`config.mk`:
```
export PLATFORM = sky130hd
export DESIGN_NAME = hazard_control_unit_flat
export DESIGN_NICKNAME = d
export VERILOG_FILES = /design/src/rtl/hazard_control_unit_if.sv /design/src/rtl/hazard_control_unit.sv /design/src/flat_wrapper.sv
export SDC_FILE = /design/constraint.sdc
export NUM_CORES = 1
export LEC_CHECK = 0
export ABC_AREA = 1
export CAP_MARGIN = 20
export CORE_MARGIN = 4
export CORE_UTILIZATION = 40
export CTS_BUF_LIST = sky130_fd_sc_hd__clkbuf_8
export CTS_CLUSTER_SIZE = 25
export DETAILED_ROUTE_END_ITERATION = 12
export PLACE_DENSITY = 0.8
export REMOVE_ABC_BUFFERS = 1
export SYNTH_ARGS = -nofsm -noshare
export SYNTH_HDL_FRONTEND = slang
export SYNTH_SLANG_ARGS = --single-unit
export TNS_END_PERCENT = 1
```
`constraint.sdc`:
```
create_clock -name clk -period 2.8 [get_ports clk]
set_clock_uncertainty 0.05 [all_clocks]
set_input_delay 0.84 -clock clk [delete_from_list [all_inputs] [get_ports clk]]
set_output_delay 0.84 -clock clk [all_outputs]
set_load 0.02 [all_outputs]
```
`src/rtl/hazard_control_unit_if.sv`:
```
// Hazard controller signal bundle: ID/EX hazard inputs and pipeline-register enables/flushes.
// The pipeline (master) drives the ID/EX hazard inputs; the controller (slave) drives the enables and flushes.
interface hazard_control_unit_if;
  logic [4:0]  ID_Rs;
  logic [4:0]  ID_Rt;
  logic        ID_UsesRt;
  logic        ID_IsMulDiv;
  logic        ID_ReadsHiLo;
  logic        ID_Jump;
  logic [4:0]  ID_EX_Rt;
  logic        ID_EX_MemRead;
  logic        EX_BranchTaken;
  logic        PC_Write;
  logic        IF_ID_Write;
  logic        IF_ID_Flush;
  logic        ID_EX_Flush;
  logic        MulDiv_Busy;
  logic [15:0] Stall_Count;

  modport master (
    output ID_Rs, ID_Rt, ID_UsesRt, ID_IsMulDiv, ID_ReadsHiLo, ID_Jump,
           ID_EX_Rt, ID_EX_MemRead, EX_BranchTaken,
    input  PC_Write, IF_ID_Write, IF_ID_Flush, ID_EX_Flush, MulDiv_Busy, Stall_Count
  );

  modport slave (
    input  ID_Rs, ID_Rt, ID_UsesRt, ID_IsMulDiv, ID_ReadsHiLo, ID_Jump,
           ID_EX_Rt, ID_EX_MemRead, EX_BranchTaken,
    output PC_Write, IF_ID_Write, IF_ID_Flush, ID_EX_Flush, MulDiv_Busy, Stall_Count
  );
endinterface

```
`src/rtl/hazard_control_unit.sv`:
```
// Pipeline hazard controller: load-use bubbles, branch/jump squash, mult/div occupancy holds.
// Control outputs are combinational from inputs and md_cnt; md_cnt and Stall_Count are registered.
module hazard_control_unit #(
  parameter int MULDIV_LATENCY = 4,
  parameter int CNT_W          = 3
) (
  input logic              clk,
  input logic              reset,
  hazard_control_unit_if.slave hz
);

  logic [CNT_W-1:0] md_cnt_q, md_cnt_d;
  logic [15:0]      stall_count_q, stall_count_d;
  logic             muldiv_busy;
  logic             load_use;
  logic             md_stall;
  logic             pc_write, if_id_write, if_id_flush, id_ex_flush;
  logic             md_issue;

  always_comb begin
    muldiv_busy = (md_cnt_q != '0);
    load_use    = hz.ID_EX_MemRead && (hz.ID_EX_Rt != 5'd0) &&
                  ((hz.ID_EX_Rt == hz.ID_Rs) || (hz.ID_UsesRt && (hz.ID_EX_Rt == hz.ID_Rt)));
    md_stall    = muldiv_busy && (hz.ID_IsMulDiv || hz.ID_ReadsHiLo);
  end

  // A taken branch outranks every stall: the ID instruction is wrong-path anyway.
  always_comb begin
    pc_write    = 1'b1;
    if_id_write = 1'b1;
    if_id_flush = 1'b0;
    id_ex_flush = 1'b0;
    if (hz.EX_BranchTaken) begin
      if_id_flush = 1'b1;
      id_ex_flush = 1'b1;
    end else if (md_stall || load_use) begin
      pc_write    = 1'b0;
      if_id_write = 1'b0;
      id_ex_flush = 1'b1;
    end else if (hz.ID_Jump) begin
      if_id_flush = 1'b1;
    end
  end

  always_comb begin
    md_issue      = hz.ID_IsMulDiv && !hz.EX_BranchTaken && !md_stall && !load_use;
    md_cnt_d      = md_cnt_q;
    stall_count_d = stall_count_q;
    if (md_issue) begin
      md_cnt_d = CNT_W'(MULDIV_LATENCY);
    end else if (muldiv_busy) begin
      md_cnt_d = md_cnt_q - 1'b1;
    end
    if (!pc_write && (stall_count_q != 16'hFFFF)) begin
      stall_count_d = stall_count_q + 16'd1;
    end
  end

  always_ff @(posedge clk or posedge reset) begin
    if (reset) begin
      md_cnt_q      <= '0;
      stall_count_q <= '0;
    end else begin
      md_cnt_q      <= md_cnt_d;
      stall_count_q <= stall_count_d;
    end
  end

  // Reset holds the front end frozen and the pipeline registers cleared.
  always_comb begin
    hz.PC_Write    = reset ? 1'b0 : pc_write;
    hz.IF_ID_Write = reset ? 1'b0 : if_id_write;
    hz.IF_ID_Flush = reset ? 1'b1 : if_id_flush;
    hz.ID_EX_Flush = reset ? 1'b1 : id_ex_flush;
    hz.MulDiv_Busy = reset ? 1'b0 : muldiv_busy;
    hz.Stall_Count = stall_count_q;
  end

endmodule

```
`src/flat_wrapper.sv`:
```
// flat-port wrapper written by rule: the top's interface ports become plain ports
module hazard_control_unit_flat 
#(
  parameter int MULDIV_LATENCY = 4,
  parameter int CNT_W          = 3
)
  (clk, reset, hz_ID_Rs, hz_ID_Rt, hz_ID_UsesRt, hz_ID_IsMulDiv, hz_ID_ReadsHiLo, hz_ID_Jump, hz_ID_EX_Rt, hz_ID_EX_MemRead, hz_EX_BranchTaken, hz_PC_Write, hz_IF_ID_Write, hz_IF_ID_Flush, hz_ID_EX_Flush, hz_MulDiv_Busy, hz_Stall_Count);
  hazard_control_unit_if hz_i ();
  input logic clk;
  input logic reset;
  input wire logic [$bits(hz_i.ID_Rs)-1:0] hz_ID_Rs;
  input wire logic [$bits(hz_i.ID_Rt)-1:0] hz_ID_Rt;
  input wire logic [$bits(hz_i.ID_UsesRt)-1:0] hz_ID_UsesRt;
  input wire logic [$bits(hz_i.ID_IsMulDiv)-1:0] hz_ID_IsMulDiv;
  input wire logic [$bits(hz_i.ID_ReadsHiLo)-1:0] hz_ID_ReadsHiLo;
  input wire logic [$bits(hz_i.ID_Jump)-1:0] hz_ID_Jump;
  input wire logic [$bits(hz_i.ID_EX_Rt)-1:0] hz_ID_EX_Rt;
  input wire logic [$bits(hz_i.ID_EX_MemRead)-1:0] hz_ID_EX_MemRead;
  input wire logic [$bits(hz_i.EX_BranchTaken)-1:0] hz_EX_BranchTaken;
  output wire logic [$bits(hz_i.PC_Write)-1:0] hz_PC_Write;
  output wire logic [$bits(hz_i.IF_ID_Write)-1:0] hz_IF_ID_Write;
  output wire logic [$bits(hz_i.IF_ID_Flush)-1:0] hz_IF_ID_Flush;
  output wire logic [$bits(hz_i.ID_EX_Flush)-1:0] hz_ID_EX_Flush;
  output wire logic [$bits(hz_i.MulDiv_Busy)-1:0] hz_MulDiv_Busy;
  output wire logic [$bits(hz_i.Stall_Count)-1:0] hz_Stall_Count;
  assign hz_i.ID_Rs = hz_ID_Rs;
  assign hz_i.ID_Rt = hz_ID_Rt;
  assign hz_i.ID_UsesRt = hz_ID_UsesRt;
  assign hz_i.ID_IsMulDiv = hz_ID_IsMulDiv;
  assign hz_i.ID_ReadsHiLo = hz_ID_ReadsHiLo;
  assign hz_i.ID_Jump = hz_ID_Jump;
  assign hz_i.ID_EX_Rt = hz_ID_EX_Rt;
  assign hz_i.ID_EX_MemRead = hz_ID_EX_MemRead;
  assign hz_i.EX_BranchTaken = hz_EX_BranchTaken;
  assign hz_PC_Write = hz_i.PC_Write;
  assign hz_IF_ID_Write = hz_i.IF_ID_Write;
  assign hz_IF_ID_Flush = hz_i.IF_ID_Flush;
  assign hz_ID_EX_Flush = hz_i.ID_EX_Flush;
  assign hz_MulDiv_Busy = hz_i.MulDiv_Busy;
  assign hz_Stall_Count = hz_i.Stall_Count;
  hazard_control_unit #(.MULDIV_LATENCY(MULDIV_LATENCY), .CNT_W(CNT_W)) u_core (.clk(clk), .reset(reset), .hz(hz_i));
endmodule
```
==> impl_summary.log, run 1 <==
[metrics] final cell utilization of the core: 57.4%
[metrics] horizontal die dimension: 68.5 µm
[metrics] kind of start point of the critical path: input pin
[metrics] static leakage power: 1.01 nW
[metrics] synthesized area per cell: 6.62 µm²
[metrics] switch share: 39.4%
[metrics] vertical die dimension: 68.5 µm
[metrics] highest achievable clock rate: 366 MHz
[metrics] overall via count from detail_route: 1517
[metrics] routed length on met2: 1820 µm
[metrics] area used by multi-input combinational logic: 836 µm²
[metrics] worst-case headroom to the max-slew limit: 75.5%
[metrics] DPL Wire Length: 2770 µm
[metrics] share of cells above drive strength 1: 15.3%
[metrics] Cell Chain, Critical Path: clkdlybuf4s50_1 > o21ai_1 > inv_1 > nand2_2 > nand2_4 > a21oi_4 > buf_6
[metrics] net total in the final layout: 295
[metrics] Setup WS post-layout: 0.0704 ns
[metrics] worst slack at placement: -0.779 ns
[metrics] worst vdd ir: 0.000397 V
[metrics] pin count of the biggest net entering global routing: 22
[metrics] crit path launch: hz_ID_EX_MemRead
[metrics] total instance count after detailed placement: 309
[metrics] count of warnings emitted by yosys: 0
[metrics] H-tree Lvls: 1
[metrics] slew of the pin with the lowest slew margin: 0.365 ns
[metrics] total grt overflow: 0
[metrics] library cell used as clock root buffer: sky130_fd_sc_hd__clkbuf_8
[metrics] antenna violations before repair: 0
[metrics] Initial Util: 42.5%
[metrics] Hold Crit Class: reg -> reg
[metrics] Clock Latency Late Sink: 0.26 ns
[metrics] total standard cell area after synthesis: 1460 µm²
[metrics] delay of the slowest cell on the worst path: 0.40 ns
[metrics] routed len/inst: 11.6 µm
[metrics] TritonCTS Buffers: 3
[metrics] final-report setup violation count: 0
[metrics] fraction of registers with async set/reset: 100%
[metrics] DRC violations left: 0
[metrics] Worst Path Max Fanout: 3
[metrics] worst setup path category: in -> out
[metrics] fraction of power consumed by combinational cells: 46.2%
[metrics] iteration-0 DRC count of the detailed router: 153
[metrics] final-report hold violation count: 0
[metrics] origin of the critical flop-to-flop path: u_core.md_cnt_q[0]$_DFFE_PP0P_
[metrics] switching component of the power: 0.000423 W
[metrics] critical path required time: 1.91 ns
[metrics] Fill cells: 331
[metrics] min-delay src: u_core.hz.Stall_Count[15]$_DFFE_PP0P_
[metrics] n_diodes: 0
[metrics] count of maximum capacitance violations: 0
[metrics] uppermost layer routed: met4
[metrics] post-layout instance count excluding filler cells: 314
[metrics] Arr. time, crit path: 1.84 ns
[metrics] Rows: 21
[metrics] number of flops mapped to enable cells by yosys: 0
[metrics] first drt pass iteration count: 4
[metrics] weighted congestion reported at the end of routability-driven placement: 0.824
[metrics] #FFs+latches synth: 19
[metrics] standard cell core area: 3440 µm²
[metrics] flop2flop setup slack: 0.91 ns
[metrics] full die area: 4690 µm²
[metrics] end point of the critical path: hz_PC_Write
[metrics] total routed wire length on the met1 layer: 1630 µm
[metrics] Num Clock Sinks: 19
[metrics] RSZ-0062 raised after global routing: false
[metrics] I/O pin count: 44
[metrics] final worst path period share: 97.5%
[metrics] element type at the critical path end: output port
[metrics] Post-DRT Antenna Nets: 0
[metrics] Tmin final: 2.73 ns
[metrics] count of input and output buffers: 43
[metrics] leading post-synthesis cells by instance count: sky130_fd_sc_hd__nand2_1 (79), sky130_fd_sc_hd__inv_1 (32), sky130_fd_sc_hd__nand4_1 (21)
[metrics] depth of the most critical reg-to-reg path: 11
[metrics] area fraction of the dominant cell type after synthesis: 32.5%
[metrics] ratio of total power to cell area: 544 nW/µm²
[metrics] worst-path cell with the longest stage delay: sky130_fd_sc_hd__clkdlybuf4s50_1
[metrics] most frequent cell after synthesis: sky130_fd_sc_hd__nand2_1
[metrics] vias in the first global route: 1418
[metrics] clk buf depth: 2
[metrics] Netlist cell types: 25
[metrics] Primary FF master, synth: sky130_fd_sc_hd__dfrtp_1
[metrics] library cell occupying the most area in the post-synthesis netlist: sky130_fd_sc_hd__dfrtp_1
[metrics] Synth-to-Final Area Change: 35.0%
[metrics] CTS Hold Buffers Added: 0
[metrics] worst r2r dst: u_core.hz.Stall_Count[12]$_DFFE_PP0P_
[metrics] routed via count divided by cell count: 4.83
[metrics] Reg area: 475 µm²
[metrics] part of the total power dissipated in the clock network: 18.0%
[metrics] met3 WL: 145 µm
[metrics] Power Internal: 0.000651 W
[metrics] Final Max Tran Viols: 0
[metrics] run status: finished, final reports clean
[metrics] top post-synthesis cells by area: sky130_fd_sc_hd__dfrtp_1 (32%), sky130_fd_sc_hd__nand2_1 (20%), sky130_fd_sc_hd__nand4_1 (9.0%)
[metrics] GRT Total Usage: 17.4%
[metrics] share of power burned in registers: 35.8%
[metrics] sequential cell area fraction in the yosys report: 32.5%
[metrics] number of cells produced by synthesis: 221
[metrics] global-route wire length before repair: 6400 µm
[metrics] clock tree from TritonCTS: done
[metrics] wire length after detailed routing: 3640 µm
[metrics] clock transition at the register clock pins on the worst setup and hold paths after CTS: 0.07 ns
## metrics by stage
stage / instance area, µm² / TNS (ns) / hold WS, ns / power (W)
after floorplan: 1420 / -0.381 / 0.459 / 0.000680
after global placement: 1950 / -2.92 / 0.461 / 0.000862
after detailed placement: 1950 / -2.99 / 0.466 / 0.000883
after CTS: 2000 / -0.0129 / 0.483 / 0.00108
after global routing: 1980 / 0 / 0.508 / 0.00116
final: 1980 / 0 / 0.481 / 0.00107
## worst max-delay path: cells and delay by family
family	cells	cell delay [ns]
AO/OA/AOI/OAI	2	0.23
buffers and inverters	3	0.60
AND/OR/NAND/NOR	2	0.17
## layer usage
layer	up-vias	track usage [%]
li1	790	-
met4	0	2.73
met2	33	30.2
met3	4	3.40
met5	-	0
met1	690	22.7
## worst min-delay path by stage
stage / end / slack (ns) / cells past startpoint
2_1_floorplan: u_core.md_cnt_q[1]$_DFFE_PP0P_ / 0.46 / 2
3_3_place_gp: u_core.hz.Stall_Count[15]$_DFFE_PP0P_ / 0.46 / 2
3_5_place_dp: u_core.hz.Stall_Count[15]$_DFFE_PP0P_ / 0.47 / 2
5_1_grt: u_core.md_cnt_q[1]$_DFFE_PP0P_ / 0.51 / 2
6_report: u_core.hz.Stall_Count[15]$_DFFE_PP0P_ / 0.48 / 2
4_1_cts: u_core.hz.Stall_Count[15]$_DFFE_PP0P_ / 0.48 / 2
## kinds of logic (layout without fill, tap and decap cells)
group                    Yosys count  after routing  share of synthesized area, %
AO/OA/AOI/OAI                      5              5                          1.80
XOR/XNOR                          13             13                          7.78
adder cells (fa/ha/maj)            3              3                          2.56
buffers and inverters             41             88                          11.9
flip-flops                        19             19                          32.5
AND/OR/NAND/NOR                  140            140                          43.5
## power by group through the flow
stage | Sequential, W | Combinational, W | Clock [W]
after floorplan | 0.000411 | 0.000268 | 0
after global placement | 0.000383 | 0.000479 | 0
after detailed placement | 0.000389 | 0.000494 | 0
after CTS | 0.000384 | 0.000494 | 0.000202
after global routing | 0.000392 | 0.000556 | 0.000208
final | 0.000385 | 0.000496 | 0.000193
## flip-flops by register name (all words and copies together), names as in the netlist
signal,cells
u_core.md_cnt_q,3
u_core.hz.Stall_Count,16
## area by class of cell
class	instances	area share (%)
multi-input cells	161	42.3
clock inverters	1	0.253
inverters	34	6.46
flip-flops and latches	19	24.1
clock buffers	3	2.09
repair buffers	50	21.9
well taps	46	2.91
## timing repair
action / CTS / global route
endpoints found under the hold margin: 0 / 0
buffers inserted: 0 / 1
pin swaps: 10 / 17
setup endpoints to repair: 5 / 4
gates resized for setup: 54 / 21
## cells in the final DEF (no fill, tap or decap)
master,synthesis,final
sky130_fd_sc_hd__inv_2,2,6
sky130_fd_sc_hd__clkbuf_8,0,3
sky130_fd_sc_hd__o22ai_1,1,1
sky130_fd_sc_hd__nor2_1,19,19
sky130_fd_sc_hd__clkdlybuf4s15_1,0,4
sky130_fd_sc_hd__nand2_2,1,1
sky130_fd_sc_hd__nand2_1,79,79
sky130_fd_sc_hd__ha_1,3,3
sky130_fd_sc_hd__buf_4,3,7
sky130_fd_sc_hd__nor3_1,4,4
sky130_fd_sc_hd__clkdlybuf4s50_1,0,20
sky130_fd_sc_hd__nand3_2,1,3
sky130_fd_sc_hd__nand2_4,1,1
sky130_fd_sc_hd__clkinv_2,0,1
sky130_fd_sc_hd__clkbuf_2,0,10
sky130_fd_sc_hd__a21oi_4,0,1
sky130_fd_sc_hd__xnor2_1,4,4
sky130_fd_sc_hd__nand3_4,1,1
sky130_fd_sc_hd__nand3_1,10,8
sky130_fd_sc_hd__a21oi_1,2,1
sky130_fd_sc_hd__dlygate4sd2_1,0,3
sky130_fd_sc_hd__buf_6,1,3
sky130_fd_sc_hd__or2_2,1,1
sky130_fd_sc_hd__nor2_2,1,1
sky130_fd_sc_hd__dfrtp_1,19,19
sky130_fd_sc_hd__inv_1,32,28
sky130_fd_sc_hd__buf_2,1,1
sky130_fd_sc_hd__nor3_2,1,1
sky130_fd_sc_hd__dlymetal6s2s_1,0,2
sky130_fd_sc_hd__o21ai_1,0,2
sky130_fd_sc_hd__nand4_1,21,21
sky130_fd_sc_hd__xor2_1,9,9
No activity file was read; power rests on OpenSTA's default activity.
==> inputs of run 2 (changes only) <==
Settings changed: CELL_PAD_IN_SITES_DETAIL_PLACEMENT from default to 0, CELL_PAD_IN_SITES_GLOBAL_PLACEMENT from default to 1, CORE_UTILIZATION 40 to 36, PLACE_DENSITY 0.8 to 0.95.
Clock period 2.8 ns to 3.25 ns, I/O delays scaled along.
==> run 2 against run 1 <==
Non-clock buffer count is 3 lower. Combinational power is 14% lower. Routed wire length is 2.0% higher. Core utilization is 4.5 points lower. Final area is 1.8% higher. Highest routed layer unchanged.
==> impl_summary.log, run 2 (same netlist as run 1, synthesis figures left out) <==
[metrics] flop2flop setup slack: 1.43 ns
[metrics] routed len/inst: 11.8 µm
[metrics] final worst path period share: 97.7%
[metrics] vertical die dimension: 71.8 µm
[metrics] total grt overflow: 0
[metrics] end point of the critical path: hz_IF_ID_Write
[metrics] CTS Hold Buffers Added: 0
[metrics] Worst Path Max Fanout: 3
[metrics] leading cell type in the layout, fill and taps excluded: sky130_fd_sc_hd__nand2_1
[metrics] Tmin final: 3.17 ns
[metrics] clock tree from TritonCTS: done
[metrics] Fill cells: 394
[metrics] global-route wire length before repair: 6620 µm
[metrics] horizontal die dimension: 71.8 µm
[metrics] met3 WL: 173 µm
[metrics] weighted congestion reported at the end of routability-driven placement: 0.799
[metrics] slew of the pin with the lowest slew margin: 0.368 ns
[metrics] antenna violations before repair: 0
[metrics] Cell Chain, Critical Path: clkdlybuf4s50_1 > xnor2_1 > nand3_1 > nand2_1 > nand2_2 > nand2_4 > a21oi_4 > buf_6
[metrics] worst-path cell with the longest stage delay: sky130_fd_sc_hd__clkdlybuf4s50_1
[metrics] uppermost layer routed: met4
[metrics] Synth-to-Final Area Change: 37.4%
[metrics] clk buf depth: 2
[metrics] TritonCTS Buffers: 3
[metrics] total design power: 0.000919 W
[metrics] clock transition at the register clock pins on the worst setup and hold paths after CTS: 0.07 ns
[metrics] pin count of the biggest net entering global routing: 22
[metrics] number of buffers inserted by post-CTS setup repair: 0
[metrics] depth of the most critical reg-to-reg path: 10
[metrics] standard cell core area: 3800 µm²
[metrics] share of cells above drive strength 1: 9.43%
[metrics] total routed wire length on the met1 layer: 1750 µm
[metrics] worst r2r dst: u_core.hz.Stall_Count[14]$_DFFE_PP0P_
[metrics] highest-count cells in the layout ignoring fill and taps: sky130_fd_sc_hd__nand2_1 (79), sky130_fd_sc_hd__inv_1 (31), sky130_fd_sc_hd__clkdlybuf4s50_1 (24)
[metrics] Rows: 22
[metrics] highest achievable clock rate: 315 MHz
[metrics] kind of start point of the critical path: input pin
[metrics] DRC violations left: 0
[metrics] H-tree Lvls: 1
[metrics] wire length after detailed routing: 3710 µm
[metrics] post-layout instance count excluding filler cells: 313
[metrics] static leakage power: 1.05 nW
[metrics] origin of the critical flop-to-flop path: u_core.md_cnt_q[0]$_DFFE_PP0P_
[metrics] Hold Crit Class: reg -> reg
[metrics] critical path required time: 2.22 ns
[metrics] Num Clock Sinks: 19
[metrics] worst setup path category: in -> out
[metrics] full die area: 5150 µm²
[metrics] Initial Util: 38.5%
[metrics] count of maximum capacitance violations: 0
[metrics] n_diodes: 0
[metrics] routed via count divided by cell count: 4.81
[metrics] worst-case headroom to the max-slew limit: 75.3%
[metrics] final cell utilization of the core: 52.9%
[metrics] delay of the slowest cell on the worst path: 0.42 ns
[metrics] RSZ-0062 raised after global routing: false
[metrics] I/O pin count: 44
[metrics] first drt pass iteration count: 4
[metrics] worst vdd ir: 0.000317 V
[metrics] DPL Wire Length: 2750 µm
[metrics] iteration-0 DRC count of the detailed router: 52
[metrics] Arr. time, crit path: 2.15 ns
[metrics] total instance count after detailed placement: 309
[metrics] crit path launch: hz_ID_Rs[4]
[metrics] Final Max Tran Viols: 0
[metrics] routed length on met2: 1730 µm
[metrics] overall via count from detail_route: 1507
[metrics] GRT Total Usage: 15.7%
[metrics] Clock Latency Late Sink: 0.26 ns
[metrics] vias in the first global route: 1473
[metrics] final-report setup violation count: 0
[metrics] final-report hold violation count: 0
[metrics] ratio of total power to cell area: 457 nW/µm²
[metrics] element type at the critical path end: output port
[metrics] net total in the final layout: 292
[metrics] Post-DRT Antenna Nets: 0
[metrics] run status: finished, final reports clean
[metrics] library cell used as clock root buffer: sky130_fd_sc_hd__clkbuf_8
[metrics] count of input and output buffers: 43
[metrics] number of flip-flops in the largest register: 16
[run 2: cell count changes in the layout (fill, tap and decap cells not counted), sizes merged]
| cell | change |
|---|---|
| clkbuf | -10 |
| dlygate4sd2 | +5 |
| dlymetal6s2s | +5 |
| clkdlybuf4s15 | -4 |
| clkdlybuf4s50 | +4 |
| buf | -3 |
| clkinv | -1 |
| inv | +1 |
[run 2: per-layer routing]
layer	GRT usage [%]	vias up
met3	3.93	6
met1	20.0	680
li1	-	784
met5	0	-
met4	3.55	0
met2	26.5	37
[run 2: layout make-up]
type                    count  area, µm²  share of cell area, %
clock inverters             1       3.75                  0.187
multi-input cells         161        836                   41.6
well taps                  48       60.1                   2.99
flip-flops and latches     19        475                   23.6
clock buffers               3       41.3                   2.05
inverters                  34        128                   6.35
repair buffers             47        467                   23.2
[run 2: where the power goes]
group          internal [W]  switching, W  total, W
registers          0.000283     0.0000419  0.000325
logic              0.000190      0.000235  0.000426
clock network     0.0000843     0.0000834  0.000168
[run 2: through the flow]
| stage | worst slack, ns | TNS, ns | hold slack (ns) | area [µm²] |
|---|---|---|---|---|
| finish | 0.0753 | 0 | 0.487 | 2010 |
| floorplan | -0.0106 | -0.0211 | 0.459 | 1420 |
| global placement | -0.546 | -2.05 | 0.464 | 1940 |
| detailed placement | -0.626 | -2.26 | 0.474 | 1940 |
| CTS | -0.000329 | -0.000329 | 0.491 | 1970 |
| global route | 0.00738 | 0 | 0.522 | 2010 |
[run 2: critical path: cells and delay by family]
| kind | cells | cell delay [ns] |
|---|---|---|
| buf+inv | 2 | 0.56 |
| simple gates | 4 | 0.31 |
| compound gates | 1 | 0.17 |
| xor+xnor | 1 | 0.13 |
[run 2: worst min-delay path by stage]
stage,start,to,slack (ns),cells past startpoint
3_5_place_dp,u_core.hz.Stall_Count[10]$_DFFE_PP0P_,u_core.hz.Stall_Count[10]$_DFFE_PP0P_,0.47,2
6_report,u_core.hz.Stall_Count[1]$_DFFE_PP0P_,u_core.hz.Stall_Count[1]$_DFFE_PP0P_,0.49,2
3_3_place_gp,u_core.hz.Stall_Count[15]$_DFFE_PP0P_,u_core.hz.Stall_Count[15]$_DFFE_PP0P_,0.46,2
2_1_floorplan,u_core.md_cnt_q[1]$_DFFE_PP0P_,u_core.md_cnt_q[1]$_DFFE_PP0P_,0.46,2
4_1_cts,u_core.md_cnt_q[1]$_DFFE_PP0P_,u_core.md_cnt_q[1]$_DFFE_PP0P_,0.49,2
5_1_grt,u_core.hz.Stall_Count[9]$_DFFE_PP0P_,u_core.hz.Stall_Count[9]$_DFFE_PP0P_,0.52,2
[run 2: what timing repair did]
action,4_1_cts,5_1_grt
pin swaps,5,7
resized for setup,33,11
endpoints found under the setup margin,4,4
==> inputs of run 3 (changes only) <==
Settings changed: SKIP_CTS_REPAIR_TIMING from default to 1.
==> run 3 against run 2 <==
Die area unchanged. Clock-buffer cell count unchanged. Via count up 0.33%. Cell count unchanged. Sequential share of layout area down 0.35 points.
==> impl_summary.log, run 3 (same netlist as run 1, synthesis figures left out) <==
[metrics] run status: finished, final reports clean
[metrics] critical path required time: 2.22 ns
[metrics] count of maximum capacitance violations: 0
[metrics] wire length after detailed routing: 3750 µm
[metrics] count of input and output buffers: 43
[metrics] ratio of total power to cell area: 451 nW/µm²
[metrics] Tmin final: 3.19 ns
[metrics] min-delay src: u_core.hz.Stall_Count[1]$_DFFE_PP0P_
[metrics] standard cell core area: 3800 µm²
[metrics] Post-DRT Antenna Nets: 0
[metrics] Clock Latency Late Sink: 0.26 ns
[metrics] kind of start point of the critical path: input pin
[metrics] Buf+Inv Stages, Crit Path: 2
[metrics] worst-case headroom to the max-slew limit: 75.3%
[metrics] part of the total power dissipated in the clock network: 18.1%
[metrics] worst setup path category: in -> out
[metrics] weighted congestion reported at the end of routability-driven placement: 0.799
[metrics] Setup WS post-layout: 0.0562 ns
[metrics] dominant delay contributor by cell family on the critical path: buffers and inverters
[metrics] Cell Chain, Critical Path: clkdlybuf4s50_1 > xnor2_1 > nand3_1 > nand2_1 > nand2_2 > nand2_4 > a21oi_4 > buf_6
[metrics] full die area: 5150 µm²
[metrics] final worst path period share: 98.3%
[metrics] clock tree from TritonCTS: done
[metrics] final-report setup violation count: 0
[metrics] pin count of the biggest net entering global routing: 22
[metrics] global-route wire length before repair: 6560 µm
[metrics] net total in the final layout: 292
[metrics] final-report hold violation count: 0
[metrics] routed len/inst: 12.0 µm
[metrics] share of power burned in registers: 35.4%
[metrics] Fin Hold WS: 0.487 ns
[metrics] worst vdd ir: 0.000316 V
[metrics] DPL Wire Length: 2750 µm
[metrics] n_diodes: 0
[metrics] worst slack at placement: -0.626 ns
[metrics] Final Max Tran Viols: 0
[metrics] number of flip-flops in the largest register: 16
[metrics] H-tree Lvls: 1
[metrics] fraction of power consumed by combinational cells: 46.5%
[metrics] Power Internal: 0.000560 W
[metrics] Hold Crit Class: reg -> reg
[metrics] cell area after placement: 1940 µm²
[metrics] Synth-to-Final Area Change: 39.4%
[metrics] iteration-0 DRC count of the detailed router: 36
[metrics] DRC violations left: 0
[metrics] Worst Path Max Fanout: 3
[metrics] post-route design area: 2040 µm²
[metrics] clk buf depth: 2
[metrics] worst-path cell with the longest stage delay: sky130_fd_sc_hd__clkdlybuf4s50_1
[metrics] I/O pin count: 44
[metrics] share of cells above drive strength 1: 9.81%
[metrics] origin of the critical flop-to-flop path: u_core.md_cnt_q[0]$_DFFE_PP0P_
[metrics] Num Clock Sinks: 19
[metrics] overall via count from detail_route: 1512
[metrics] switch share: 39.1%
[metrics] routed via count divided by cell count: 4.83
[metrics] vertical die dimension: 71.8 µm
[metrics] static leakage power: 1.12 nW
[metrics] leading cell type in the layout, fill and taps excluded: sky130_fd_sc_hd__nand2_1
[metrics] Initial Util: 38.5%
[metrics] Rows: 22
[metrics] horizontal die dimension: 71.8 µm
[metrics] delay of the slowest cell on the worst path: 0.42 ns
[metrics] switching component of the power: 0.000360 W
[metrics] antenna violations before repair: 0
[metrics] Arr. time, crit path: 2.17 ns
[metrics] vias in the first global route: 1467
[metrics] slew of the pin with the lowest slew margin: 0.368 ns
[metrics] total grt overflow: 0
[metrics] element type at the critical path end: output port
[metrics] GRT Total Usage: 15.5%
[metrics] highest-count cells in the layout ignoring fill and taps: sky130_fd_sc_hd__nand2_1 (79), sky130_fd_sc_hd__inv_1 (30), sky130_fd_sc_hd__clkdlybuf4s50_1 (24)
[metrics] TritonCTS Buffers: 3
[metrics] crit path launch: hz_ID_Rs[4]
[metrics] library cell used as clock root buffer: sky130_fd_sc_hd__clkbuf_8
[metrics] clock transition at the register clock pins on the worst setup and hold paths after CTS: 0.07 ns
[metrics] highest achievable clock rate: 313 MHz
[metrics] first drt pass iteration count: 6
run 3: cell count changes in the layout (fill, tap and decap cells not counted), sizes merged:
cell / before / now
dlygate4sd2: 8 / 0
buf: 8 / 7
clkbuf: 3 / 4
dlymetal6s2s: 7 / 15
run 3: path summary, 6_finish.rpt:
kind | cells after the start | slack [ns] | end
worst min-delay path | 2 | 0.49 | u_core.hz.Stall_Count[1]$_DFFE_PP0P_
max in group asynchronous | 3 | 1.76 | u_core.hz.Stall_Count[2]$_DFFE_PP0P_
worst max-delay path | 8 | 0.06 | hz_IF_ID_Write
worst min register to register | 2 | 0.49 | u_core.hz.Stall_Count[1]$_DFFE_PP0P_
worst max register to register | 10 | 1.43 | u_core.hz.Stall_Count[12]$_DFFE_PP0P_
min in group asynchronous | 3 | 1.18 | u_core.hz.Stall_Count[9]$_DFFE_PP0P_
run 3: power groups by stage:
stage                     combinational [W]  sequential, W  clock, W
after floorplan                    0.000231       0.000354         0
after global placement             0.000415       0.000330         0
after detailed placement           0.000427       0.000329         0
after CTS                          0.000428       0.000325  0.000171
after global routing               0.000479       0.000337  0.000179
final                              0.000428       0.000325  0.000167
run 3: final cells by class:
class / count / area, µm²
fillers: 387 / 1760
multi-input cells: 161 / 836
repair buffers: 47 / 497
flip-flops and latches: 19 / 475
inverters: 34 / 128
well taps: 48 / 60.1
clock buffers: 3 / 41.3
clock inverters: 1 / 3.75
run 3: through the flow:
| stage | power (W) | util [%] | setup TNS (ns) | std cells |
|---|---|---|---|---|
| after global routing | 0.000995 | 53.7 | -0.00660 | 313 |
| final | 0.000920 | 53.7 | 0 | 313 |
| after detailed placement | 0.000756 | 51.0 | -2.26 | 309 |
| after CTS | 0.000924 | 52.2 | -2.27 | 313 |
| after floorplan | 0.000586 | - | -0.0211 | 214 |
| after global placement | 0.000745 | 51.0 | -2.05 | 309 |
run 3: worst register-to-register path, stage by stage, from the launching register on:
cell,delay [ns]
sky130_fd_sc_hd__dfrtp_1,0.32
sky130_fd_sc_hd__inv_1,0.07
sky130_fd_sc_hd__ha_1,0.20
sky130_fd_sc_hd__nand2_1,0.11
sky130_fd_sc_hd__o21ai_0,0.09
sky130_fd_sc_hd__buf_4,0.16
sky130_fd_sc_hd__nand2_4,0.08
sky130_fd_sc_hd__buf_4,0.25
sky130_fd_sc_hd__nand3_4,0.22
sky130_fd_sc_hd__nand2_1,0.11
sky130_fd_sc_hd__nand2_1,0.05
run 3: layer usage:
layer	wire length, µm	up-vias	share of wire (%)	global-route usage (%)
met5	0	-	0	0
met4	75	0	2.0	3.55
met3	146	8	3.9	3.93
met2	1740	30	46	26.4
met1	1790	687	48	19.7
li1	-	787	-	-
